`src/rtl/pbit_link_sender_pkg.sv`:
```
// rtl/pbit_link_sender_pkg.sv - shared types and helpers for the multi-link p-bit sender
package pbit_link_sender_pkg;

    localparam int FRAME_COUNT_WIDTH = 16;

    typedef enum logic [1:0] {
        IDLE   = 2'd0,
        SEND   = 2'd1,
        PARITY = 2'd2
    } link_tx_state_t;

    function automatic int ceil_div(input int num, input int den);
        return (num + den - 1) / den;
    endfunction

endpackage

```
`src/rtl/pbit_lane_serializer.sv`:
```
// rtl/pbit_lane_serializer.sv - one lane: shadow slice, beat mux with zero padding, XOR parity
module pbit_lane_serializer
    import pbit_link_sender_pkg::*;
#(
    parameter int DATA_WIDTH     = 16,
    parameter int PBITS_PER_LINK = 64,
    parameter int BEATS          = 4,
    parameter int BEAT_W         = 2
) (
    input  logic                      clk,
    input  logic                      reset,
    input  logic                      i_load,
    input  logic                      i_lane_en,
    input  logic [PBITS_PER_LINK-1:0] i_pbits,
    input  link_tx_state_t            i_nxt_state,
    input  logic [BEAT_W-1:0]         i_nxt_beat,
    input  logic                      i_nxt_last,
    output logic [DATA_WIDTH-1:0]     o_tdata,
    output logic                      o_tvalid,
    output logic                      o_tlast
);

    logic [PBITS_PER_LINK-1:0]   r_shadow;
    logic                        r_lane_en;
    logic [PBITS_PER_LINK-1:0]   w_src;
    logic [BEATS*DATA_WIDTH-1:0] w_padded;
    logic [DATA_WIDTH-1:0]       w_parity;
    logic [DATA_WIDTH-1:0]       w_data;
    logic                        w_lane_en;

    // On a load cycle the outgoing beat 0 comes straight from i_pbits so it can be registered at once.
    always_comb begin
        w_src     = i_load ? i_pbits : r_shadow;
        w_lane_en = i_load ? i_lane_en : r_lane_en;
        w_padded  = '0;
        w_padded[PBITS_PER_LINK-1:0] = w_src;
        w_parity  = '0;
        for (int k = 0; k < BEATS; k++) begin
            w_parity = w_parity ^ w_padded[k*DATA_WIDTH +: DATA_WIDTH];
        end
        w_data = '0;
        if (i_nxt_state == SEND) begin
            w_data = w_padded[int'(i_nxt_beat)*DATA_WIDTH +: DATA_WIDTH];
        end else if (i_nxt_state == PARITY) begin
            w_data = w_parity;
        end
    end

    always_ff @(posedge clk) begin
        if (reset) begin
            r_shadow  <= '0;
            r_lane_en <= 1'b0;
            o_tdata   <= '0;
            o_tvalid  <= 1'b0;
            o_tlast   <= 1'b0;
        end else begin
            if (i_load) begin
                r_shadow  <= i_pbits;
                r_lane_en <= i_lane_en;
            end
            o_tvalid <= w_lane_en && (i_nxt_state != IDLE);
            o_tdata  <= w_lane_en ? w_data : '0;
            o_tlast  <= w_lane_en && i_nxt_last;
        end
    end

endmodule

```
`src/rtl/pbit_link_sender.sv`:
```
// rtl/pbit_link_sender.sv - serialises NUM_LINKS p-bit slices onto beat-aligned lanes
module pbit_link_sender
    import pbit_link_sender_pkg::*;
#(
    parameter int NUM_LINKS      = 2,
    parameter int DATA_WIDTH     = 16,
    parameter int PBITS_PER_LINK = 64,
    parameter int ADD_PARITY     = 1
) (
    input  logic                                clk,
    input  logic                                reset,
    input  logic                                enable,
    input  logic                                mode,
    input  logic                                start,
    input  logic [NUM_LINKS-1:0]                link_enable,
    input  logic [NUM_LINKS*PBITS_PER_LINK-1:0] pbits,
    output logic [NUM_LINKS*DATA_WIDTH-1:0]     tx_tdata,
    output logic [NUM_LINKS-1:0]                tx_tvalid,
    output logic [NUM_LINKS-1:0]                tx_tlast,
    output logic                                busy,
    output logic [FRAME_COUNT_WIDTH-1:0]        frame_count,
    output logic                                snapshot_pulse
);

    localparam int                BEATS      = ceil_div(PBITS_PER_LINK, DATA_WIDTH);
    localparam int                BEAT_W     = (BEATS > 1) ? $clog2(BEATS) : 1;
    localparam logic [BEAT_W-1:0] LAST_BEAT  = BEAT_W'(BEATS - 1);
    localparam bit                HAS_PARITY = (ADD_PARITY != 0);

    link_tx_state_t    r_state;
    logic [BEAT_W-1:0] r_beat;
    link_tx_state_t    w_nxt_state;
    logic [BEAT_W-1:0] w_nxt_beat;
    logic              w_go;
    logic              w_frame_end;
    logic              w_load;
    logic              w_nxt_last;

    // r_state/r_beat describe the beat currently on the lanes; w_nxt_* is the beat registered next.
    always_comb begin
        w_go        = enable && (!mode || start);
        w_frame_end = (r_state == PARITY) ||
                      ((r_state == SEND) && (r_beat == LAST_BEAT) && !HAS_PARITY);
        w_load      = ((r_state == IDLE) && w_go) || (w_frame_end && enable && !mode);
        w_nxt_state = r_state;
        w_nxt_beat  = r_beat;
        if (w_load) begin
            w_nxt_state = SEND;
            w_nxt_beat  = '0;
        end else begin
            case (r_state)
                SEND: begin
                    if (r_beat == LAST_BEAT) begin
                        w_nxt_state = HAS_PARITY ? PARITY : IDLE;
                        w_nxt_beat  = '0;
                    end else begin
                        w_nxt_beat = r_beat + 1'b1;
                    end
                end
                PARITY:  w_nxt_state = IDLE;
                default: w_nxt_state = IDLE;
            endcase
        end
        w_nxt_last = (w_nxt_state == PARITY) ||
                     ((w_nxt_state == SEND) && (w_nxt_beat == LAST_BEAT) && !HAS_PARITY);
    end

    always_ff @(posedge clk) begin
        if (reset) begin
            r_state        <= IDLE;
            r_beat         <= '0;
            busy           <= 1'b0;
            frame_count    <= '0;
            snapshot_pulse <= 1'b0;
        end else begin
            r_state        <= w_nxt_state;
            r_beat         <= w_nxt_beat;
            busy           <= (w_nxt_state != IDLE);
            snapshot_pulse <= w_load;
            if (w_nxt_last) begin
                frame_count <= frame_count + 1'b1;
            end
        end
    end

    for (genvar g = 0; g < NUM_LINKS; g++) begin : g_lane
        pbit_lane_serializer #(
            .DATA_WIDTH     (DATA_WIDTH),
            .PBITS_PER_LINK (PBITS_PER_LINK),
            .BEATS          (BEATS),
            .BEAT_W         (BEAT_W)
        ) u_lane (
            .clk         (clk),
            .reset       (reset),
            .i_load      (w_load),
            .i_lane_en   (link_enable[g]),
            .i_pbits     (pbits[g*PBITS_PER_LINK +: PBITS_PER_LINK]),
            .i_nxt_state (w_nxt_state),
            .i_nxt_beat  (w_nxt_beat),
            .i_nxt_last  (w_nxt_last),
            .o_tdata     (tx_tdata[g*DATA_WIDTH +: DATA_WIDTH]),
            .o_tvalid    (tx_tvalid[g]),
            .o_tlast     (tx_tlast[g])
        );
    end

endmodule

```
`config.mk`:
```
export PLATFORM = sky130hd
export DESIGN_NAME = pbit_link_sender
export DESIGN_NICKNAME = d
export VERILOG_FILES = /design/src/rtl/pbit_link_sender_pkg.sv /design/src/rtl/pbit_lane_serializer.sv /design/src/rtl/pbit_link_sender.sv
export SDC_FILE = /design/constraint.sdc
export NUM_CORES = 1
export LEC_CHECK = 0
export ABC_AREA = 1
export CAP_MARGIN = 20
export CELL_PAD_IN_SITES_DETAIL_PLACEMENT = 0
export CELL_PAD_IN_SITES_GLOBAL_PLACEMENT = 2
export CORE_ASPECT_RATIO = 1.5
export CORE_MARGIN = 2
export CORE_UTILIZATION = 25
export DETAILED_ROUTE_END_ITERATION = 8
export GPL_TIMING_DRIVEN = 0
export PLACE_DENSITY_LB_ADDON = 0.1
export SYNTH_ARGS = -nofsm -noshare
export SYNTH_HDL_FRONTEND = slang
export SYNTH_SLANG_ARGS = --single-unit
```
`constraint.sdc`:
```
create_clock -name clk -period 1.5 [get_ports clk]
set_input_delay 0.3 -clock clk [delete_from_list [all_inputs] [get_ports clk]]
set_output_delay 0.3 -clock clk [all_outputs]
set_load 0.01 [all_outputs]
```
==> results.md, run 1 <==
- Run status: complete, but fails checks
- Failing checks: negative setup slack
- Initial Utilization: 0.253
- H-tree levels: 4
- Crit path capture type: flop
- DIE AREA: 44,400 um^2
- DR vias: approximately 12,000
- Ys Warns: 0
- Row count: 92
- Routed Antenna Nets: 0
- Largest net degree at the start of global routing: 17
- First-pass GRT wire length: slightly above 70,000 um
- CP arrival: 2.19 ns
- Max Clock Skew: roughly 0.011 ns
- Drc violations: 0
- CTS Buf Count: 17
- # fillers: between 4,000 and 5,000
- Vias in the first global route: 10,900
- Most frequent cells in the layout: nand2_1, inv_1, dfxtp_1, nor2_1, clkdlybuf4s50_1
- Post-synth top flop: dfxtp_1
- Crit path time final: 1.84 ns
- Setup Viol. Count Final: between 50 and 60
- Final worst path period share: 1.23
- DRT Pass-1 Iters: 5
- Design area: around 16,000 um^2
- Final Hold Viols: 0
- DP Area: between 10,000 and 15,000 um^2
- CTS Root Cell: clkbuf_16
- CP max FO: 7
- Critical path type: flop to flop
- Most common cell after layout, fill and taps aside: nand2_1
- Post-synth ARST share: 0
- Worst Setup Start Kind: flop
- Routed wire length: just over 50,000 um
- Via/cell ratio: around 4.5
- Gate Count Post-Synth: around 1,800
- Routability congestion estimate: 0.823
- Power density cells: between 900 and 1000 nW/um^2
- CTS max path bufs: 2
- #FFs+latches synth: approximately 190
- Slew Limit Fails: 0
- Worst skew pair latency: between 0.4 and 0.5 ns
- Antenna violations before repair: 0
- DP HPWL: about 35,000 um
- Area grow syn2layout: 50.4%
- Synth unique cells: 38
- DR iter-0 viols: 593
- Max Freq: about 0.54 GHz
- Pre-CTS setup slack: -1.31 ns
- Die H: 257 um
- Total congestion overflow: 0
- Core area: 42,100 um^2
- TritonCTS clock tree: built
- Post-Syn Area per Cell: around 6.0 um^2
- Worst-Margin Slew: 0.958 ns
- RSZ-0062 raised after global routing: yes
- IO Pins: roughly 190
- Register area share after synthesis: 0.353
- Cell Area, Synth: between 10,000 and 15,000 um^2
- Maximum vdd drop: between 0.6 and 0.7 mV
- Fraction of layout cells with a size suffix above 1: 0.190
- Setup ws final: -0.342 ns
- # diodes: 0
- Post-synth EDFFs: 0
- Clock tree sinks: 188
- Final nets: 2,196
- Worst hold path type: primary input to flop
- Rel. slew slack: 0.361
- DR WL/cell: about 19 um
- Clock slew at reported path FFs: about 0.07 ns
- Port buffer count: roughly 190
- Synth Net Count: about 1,900
- Leakage power: approximately 8.0 nW
- GRT Util Overall: 0.219
- Max cap viols: 0
- Hold-fix buffers, CTS: 0
- Die width: approximately 170 um
- Required time worst endpoint: roughly 1.9 ns
==> per-stage QoR <==
| step | hold slack, ns | power (mW) | std cells | utilization | setup TNS (ns) |
|---|---|---|---|---|---|
| after floorplan | 0.443 | 8.20 | 1790 | - | -1.49 |
| after global placement | 0.461 | 9.83 | 2541 | 0.316 | -124.82 |
| after detailed placement | 0.466 | 9.85 | 2541 | 0.316 | -124.92 |
| after CTS | 0.421 | 15.3 | 2595 | 0.351 | -10.22 |
| after global routing | 0.485 | 16.7 | 2636 | 0.381 | -15.00 |
| final | 0.464 | 15.8 | 2636 | 0.381 | -10.16 |
==> timing repair <==
action / 4_1_cts / 5_1_grt
buffers inserted: 21 / 32
endpoints found under the setup margin: 227 / 156
resized for setup: 254 / 252
pin swaps: 9 / 38
cloned: 1 / 9
==> state kept, by name (all words and copies together) (netlist names), 2 cells and up <==
signal                   count
frame_count                 16
g_lane.u_lane.o_tdata       32
g_lane.u_lane.o_tlast        2
g_lane.u_lane.o_tvalid       2
g_lane.u_lane.r_lane_en      2
g_lane.u_lane.r_shadow     128
r_beat                       2
r_state                      2
==> final timing paths <==
path / start / to / slack [ns] / cells past startpoint
worst max register to register: r_state[1] / g_lane[1].u_lane.o_tdata[4] / -0.34 / 14
worst max-delay path: r_state[1] / g_lane[1].u_lane.o_tdata[4] / -0.34 / 14
worst min register to register: g_lane[1].u_lane.r_shadow[30] / g_lane[1].u_lane.r_shadow[30] / 0.48 / 2
worst min-delay path: pbits[25] / g_lane[0].u_lane.r_shadow[25] / 0.46 / 3
==> area by class of cell <==
class,count,area (um^2),area share
Inverter,232,900,0.0560
Clock buffer,21,460,0.0287
Sequential cell,188,3780,0.236
Clock inverter,11,154,0.00959
Tap cell,564,706,0.0440
Timing Repair Buffer,249,2570,0.160
Multi-Input combinational cell,1284,6390,0.398
Buffer,87,1080,0.0674
==> critical path, stage by stage (launching register included) <==
cell and delay [ns]:
dfxtp_2 0.33, inv_2 0.08, nand2_4 0.08, nand2_8 0.12, nand2_8 0.09, buf_12 0.16, buf_12 0.15, buf_12 0.14
o21ai_4 0.20, buf_6 0.12, nand2_2 0.04, nand3_2 0.05, nand2_1 0.04, nand2_1 0.07, nand2_2 0.06
==> synthesized netlist by cell type (2+ instances only) <==
cell type	n	area share
o211ai_1	7	0.0049
nand2_2	3	0.0018
buf_2	21	0.0098
clkbuf_1	35	0.012
nand3_1	112	0.053
xnor2_1	10	0.0082
nor3_1	6	0.0028
nor2_2	3	0.0018
o21ai_0	52	0.024
nand2_4	2	0.0021
nand3b_1	27	0.019
o21ai_2	11	0.0090
inv_1	225	0.079
ha_1	2	0.0023
nand2b_1	3	0.0018
o21ai_1	49	0.023
buf_6	11	0.012
nor2_1	156	0.055
nor2_4	4	0.0042
nand2_1	765	0.27
buf_1	3	0.0011
buf_4	15	0.011
a21oi_1	53	0.025
dfxtp_1	188	0.35
xor2_1	4	0.0033
and2_1	6	0.0035
inv_2	6	0.0021
==> metal layers <==
layer | vias up | GRT usage | wire length, um
met5 | - | 0 | 0
met4 | 0 | 0.0824 | 1430
met3 | 61 | 0.0288 | 1680
met2 | 280 | 0.421 | 27100
met1 | 5439 | 0.242 | 20400
li1 | 5993 | - | -
==> cell families after synthesis <==
family	share of synthesized area
DFF	0.353
AOI/OAI and AO/OA	0.0876
and+or+nand+nor	0.417
adders and majority gates	0.00234
buffers and inverters	0.129
xor gates and xnor gates	0.0115
==> power by group <==
part / total, mW / switching (mW) / internal, mW
clock: 5.04 / 2.29 / 2.74
combinational: 5.34 / 3.17 / 2.17
sequential: 5.43 / 0.110 / 5.32
total: 15.8 / 5.57 / 10.2
Power figures use the tool's default switching activity.
==> run 2: changes to the inputs <==
Settings changed: CORE_ASPECT_RATIO 1.5 to 1.25, REMOVE_ABC_BUFFERS set to 1.
==> run 2 against run 1 <==
Compared with the run above:
- the run still ends with negative setup slack left
- setup slack improved by 0.020 ns
- register-to-register slack improved by 0.02 ns
- first-iteration DRC count decreased by 9.9%
- critical endpoint is now g_lane[0].u_lane.o_tdata[15]
- largest cell class unchanged
- largest power group is now combinational logic
- highest routed layer unchanged
==> results.md, run 2 (same netlist as run 1, synthesis figures left out) <==
- Final Hold Viols: 0
- TritonCTS clock tree: built
- Power density cells: around 950 nW/um^2
- Final worst path period share: 1.21
- DR iter-0 viols: around 530
- Clock power frac: 0.312
- Register with the most flip-flops: g_lane.u_lane.r_shadow
- Via/cell ratio: 4.43
- Die H: 235 um
- Initial Utilization: 0.253
- Antenna violations before repair: 4
- Routability congestion estimate: between 0.7 and 0.8
- First-pass GRT wire length: between 60,000 and 70,000 um
- Clock slew at reported path FFs: roughly 0.080 ns
- Crit path time final: approximately 1.8 ns
- Drc violations: 0
- # fillers: approximately 4,500
- CP max FO: 8
- Max FFs per register: ~130
- Most frequent cells in the layout: nand2_1, inv_1, dfxtp_1, nand2_2, nor2_1
- Worst Setup Start Kind: flop
- Port buffer count: between 150 and 200
- Setup ws final: -0.322 ns
- Switch share: 0.353
- CTS Root Cell: clkbuf_16
- Pre-CTS setup slack: -2.36 ns
- Sequential share of power: 0.340
- Run status: complete, but fails checks
- DP HPWL: around 22,000 um
- Total congestion overflow: 0
- RSZ-0062 raised after global routing: yes
- Vias in the first global route: approximately 11,000
- Core area: around 42,000 um^2
- Failing checks: negative setup slack
- Row count: 84
- CP arrival: approximately 2.2 ns
- Largest net degree at the start of global routing: 81
- CTS max path bufs: 2
- P_int: between 10 and 15 mW
- Slew Limit Fails: 0
- Rel. slew slack: 0.557
- Worst-Margin Slew: approximately 0.66 ns
- Routed wire length: 46,400 um
- Routed Antenna Nets: 0
- DR vias: 11,600
- Die width: between 150 and 200 um
- Worst hold slack: 0.271 ns
- Max cap viols: 0
- Design area: between 15,000 and 20,000 um^2
- Maximum vdd drop: between 0.8 and 0.9 mV
- Critical path type: flop to flop
- DR WL/cell: 17.8 um
- H-tree levels: 4
- DP Area: 13,000 um^2
- Max Clock Skew: approximately 0.0085 ns
- Setup Viol. Count Final: 62
- Worst skew pair latency: between 0.4 and 0.5 ns
- Most common cell after layout, fill and taps aside: nand2_1
- DRT Pass-1 Iters: 4
- Final nets: about 2,200
- Max Freq: between 0.5 and 0.6 GHz
- Fraction of layout cells with a size suffix above 1: 0.245
- Leakage power: a little over 8 nW
- Crit path capture type: flop
- Required time worst endpoint: roughly 1.9 ns
- Area grow syn2layout: 57.8%
- Clock tree sinks: between 150 and 200
- Setup TNS: -11.94 ns
- Switching power: about 5.6 mW
- Largest regs: g_lane.u_lane.r_shadow x128, g_lane.u_lane.o_tdata x32, frame_count x16
- IO Pins: roughly 190
- Worst hold path type: primary input to flop
- GRT Util Overall: 0.197
- DIE AREA: roughly 44,000 um^2
- Combinational fraction of design power: 0.349
- CTS Buf Count: 17
[run 2: cell count changes in the layout (fill, tap and decap cells not counted), moves of 16 or more]
| cell | before | now |
|---|---|---|
| inv_2 | 14 | 32 |
| nand2_2 | 70 | 140 |
| o21ai_2 | 37 | 14 |
| nand2_8 | 2 | 18 |
| buf_16 | 1 | 17 |
| inv_1 | 213 | 194 |
| o21ai_4 | 22 | 55 |
| nand2_1 | 682 | 603 |
| clkbuf_2 | 17 | 1 |
| buf_12 | 37 | 20 |
[run 2: routing by layer]
layer / part of all wire / vias to the layer above / routed length [um] / global-route usage
li1: - / 5983 / - / -
met1: 0.45 / 5373 / 20900 / 0.247
met2: 0.49 / 180 / 22800 / 0.344
met3: 0.037 / 45 / 1710 / 0.0339
met4: 0.020 / 0 / 932 / 0.0563
met5: 0 / - / 0 / 0
[run 2: path summary, 6_finish.rpt]
path | slack, ns | startpoint | to | depth (start not counted)
worst max-delay path | -0.32 | r_state[1] | g_lane[0].u_lane.o_tdata[15] | 14
worst min-delay path | 0.27 | reset | snapshot_pulse | 2
worst max register to register | -0.32 | r_state[1] | g_lane[0].u_lane.o_tdata[15] | 14
worst min register to register | 0.47 | frame_count[0] | frame_count[0] | 1
[run 2: cell type report]
type	count	area, um^2	area share
multi-input cells	1299	7300	0.433
flip-flops and latches	188	3780	0.225
repair buffers	296	3480	0.207
inverters	232	913	0.0542
well taps	559	699	0.0415
clock buffers	22	474	0.0282
clock inverters	10	139	0.00824
repair inverters	4	46.3	0.00275
diodes	4	10.0	0.000594
[run 2: what timing repair did]
item                       4_1_cts  5_1_grt
pin swaps                       25       64
hold buffers                     0        0
setup endpoints to repair      235      168
resized for setup              269      304
gates cloned                    29       14
buffers inserted                44       34
[run 2: worst max-delay path: stages, from the launching register on]
cell and delay, ns:
dfxtp_4 0.36, inv_4 0.08, nand2_8 0.07, nand2_8 0.10, buf_12 0.14, buf_16 0.19, nand2_8 0.15, o21ai_4 0.21
inv_2 0.06, nand2_2 0.06, nand2_2 0.06, inv_2 0.05, nand2_2 0.05, nand3_2 0.05, nand2_1 0.05
[run 2: per-stage QoR]
stage | utilization | std cells | power [mW]
CTS | 0.362 | 2564 | 15.3
floorplan | - | 1703 | 7.97
global placement | 0.303 | 2450 | 9.32
finish | 0.400 | 2614 | 16.0
global route | 0.400 | 2611 | 17.0
detailed placement | 0.309 | 2459 | 9.34
[run 2: power by group through the flow]
stage | Combinational (mW) | Clock [mW] | Sequential (mW)
2_1_floorplan | 2.42 | 0 | 5.55
3_3_place_gp | 3.77 | 0 | 5.55
3_5_place_dp | 3.80 | 0 | 5.55
4_1_cts | 4.75 | 5.16 | 5.43
5_1_grt | 6.18 | 5.31 | 5.47
6_report | 5.58 | 4.99 | 5.44
==> run 3: changes to the inputs <==
Settings changed: SKIP_CTS_REPAIR_TIMING set to 1.
==> run 3 against run 2 <==
Compared with the run above:
- the flow still finishes with violations (negative setup slack)
- first-iteration DRC count decreased by 0.56%
- setup slack worse by 0.027 ns
- clock power barely moved
- hold slack improved by 0.0054 ns
- sequential power hardly changed
- largest cell class unchanged
- wire length shrank 3.0%
- via count fell by 1.5%
- cell count decreased by 0.96%
- sequential share of layout area rose by 1.3 points
- die area stayed put
- critical path depth is the same
- highest routed layer unchanged
==> results.md, run 3 (same netlist as run 1, synthesis figures left out) <==
- Design area: roughly 16,000 um^2
- Crit path capture type: flop
- Failing checks: negative setup slack
- Routed wire length: between 40,000 and 50,000 um
- Crit path time final: 1.85 ns
- Worst Setup Start Kind: flop
- CP arrival: between 2 and 2.5 ns
- Worst-Margin Slew: roughly 0.65 ns
- Pre-CTS setup slack: -2.36 ns
- GRT Util Overall: 0.154
- Max Clock Skew: between 0.008 and 0.009 ns
- Critical path type: flop to flop
- DRT Pass-1 Iters: 5
- Slew Limit Fails: 0
- CTS Root Cell: clkbuf_16
- Setup ws final: -0.349 ns
- Max Freq: about 0.54 GHz
- Die width: about 190 um
- Row count: between 80 and 90
- H-tree levels: 4
- Setup Viol. Count Final: 51
- Sequential Area: about 3800 um^2
- Max cap viols: 0
- First-pass GRT wire length: approximately 54,000 um
- CTS max path bufs: 2
- Total congestion overflow: 0
- Drc violations: 0
- Maximum vdd drop: 0.895 mV
- Worst skew pair latency: 0.47 ns
- Port buffer count: roughly 190
- Most frequent cells in the layout: nand2_1, inv_1, dfxtp_1, nor2_1, clkdlybuf4s50_1
- Worst hold path type: primary input to flop
- Required time worst endpoint: between 1.5 and 2 ns
- Clock tree sinks: between 150 and 200
- CTS Buf Count: 17
- Rel. slew slack: 0.568
- Routability congestion estimate: approximately 0.71
- Max FFs per register: 128
- Largest regs: g_lane.u_lane.r_shadow x128, g_lane.u_lane.o_tdata x32, frame_count x16
- DIE AREA: 44,400 um^2
- Final Util: 0.378
- Routed Antenna Nets: 0
- Core area: between 40,000 and 50,000 um^2
- DR vias: 11,400
- Area of the multi-input gates: 6660 um^2
- RSZ-0062 raised after global routing: yes
- DR iter-0 viols: 531
- Worst hold slack: between 0.2 and 0.3 ns
- DR WL/cell: ~17 um
- Final Hold Viols: 0
- DP Area: 13,000 um^2
- Run status: complete, but fails checks
- Initial Utilization: 0.253
- Area grow syn2layout: 49.3%
- Largest net degree at the start of global routing: around 130
- Power density cells: about 960 nW/um^2
- Vias in the first global route: 10,100
- Most common cell after layout, fill and taps aside: nand2_1
- Final worst path period share: 1.23
- CP max FO: 8
- Leakage power: ~8.6 nW
- DP HPWL: 21,800 um
- Antenna violations before repair: 4
- TritonCTS clock tree: built
- Die H: between 200 and 250 um
- # fillers: approximately 4,500
- IO Pins: 189
- Via/cell ratio: 4.41
- Final nets: between 2,000 and 2,500
- Fraction of layout cells with a size suffix above 1: 0.169
- Register with the most flip-flops: g_lane.u_lane.r_shadow
- Clock slew at reported path FFs: ~0.07 ns
-- run 3: changes by cell type in the layout (fill, tap and decap cells not counted), moves of 10 or more --
cell	previous run	this run
buf_16	17	7
dlygate4sd2_1	54	0
dlymetal6s2s_1	1	55
inv_1	194	208
inv_2	32	18
nand2_1	603	701
nand2_2	140	47
nand3_1	97	108
nand3_2	13	2
o21ai_2	14	43
o21ai_4	55	21
-- run 3: stage by stage --
step | power [mW] | TNS, ns | std cells
2_1_floorplan | 7.97 | -286.23 | 1703
3_3_place_gp | 9.32 | -1030.06 | 2450
3_5_place_dp | 9.34 | -298.03 | 2459
4_1_cts | 14.4 | -241.22 | 2491
5_1_grt | 16.3 | -17.34 | 2585
6_report | 15.3 | -10.95 | 2589
-- run 3: layer usage --
metal  up-vias  GRT usage  part of all wire
met5         -          0                 0
met4         0     0.0481             0.014
met3        33     0.0329             0.040
met2       199      0.268              0.49
met1      5262      0.189              0.46
li1       5919          -                 -
-- run 3: path summary, 6_finish.rpt --
kind | slack, ns | endpoint | cells after the start | startpoint
min reg2reg | 0.46 | frame_count[0] | 1 | frame_count[0]
max reg2reg | -0.35 | g_lane[0].u_lane.o_tdata[3] | 14 | r_state[1]
max | -0.35 | g_lane[0].u_lane.o_tdata[3] | 14 | r_state[1]
min | 0.28 | snapshot_pulse | 2 | reset
-- run 3: cell type report --
type	count	area share
diodes	5	0.000785
clock buffers	22	0.0298
clock inverters	10	0.00872
inverters	232	0.0587
multi-input cells	1299	0.418
flip-flops and latches	188	0.238
well taps	559	0.0439
repair buffers	271	0.200
repair inverters	3	0.00298
-- run 3: worst max-delay path: stages, from the launching register on --
cell and delay (ns):
dfxtp_4 0.36, inv_4 0.08, nand2_8 0.08, a21oi_4 0.28
clkbuf_16 0.23, buf_16 0.16, nand2_1 0.07, nand2_2 0.07
inv_1 0.05, nand2_1 0.05, nand2_1 0.07, inv_1 0.06
nand2_1 0.04, nand3_1 0.06, nand2_1 0.06
-- run 3: power breakdown --
group | total [mW] | internal [mW] | switching (mW) | leakage, nW
clock network | 4.97 | 2.76 | 2.21 | 0.288
registers | 5.43 | 5.32 | 0.109 | 1.55
logic | 4.95 | 1.96 | 2.99 | 6.74
total | 15.3 | 10.0 | 5.32 | 8.58
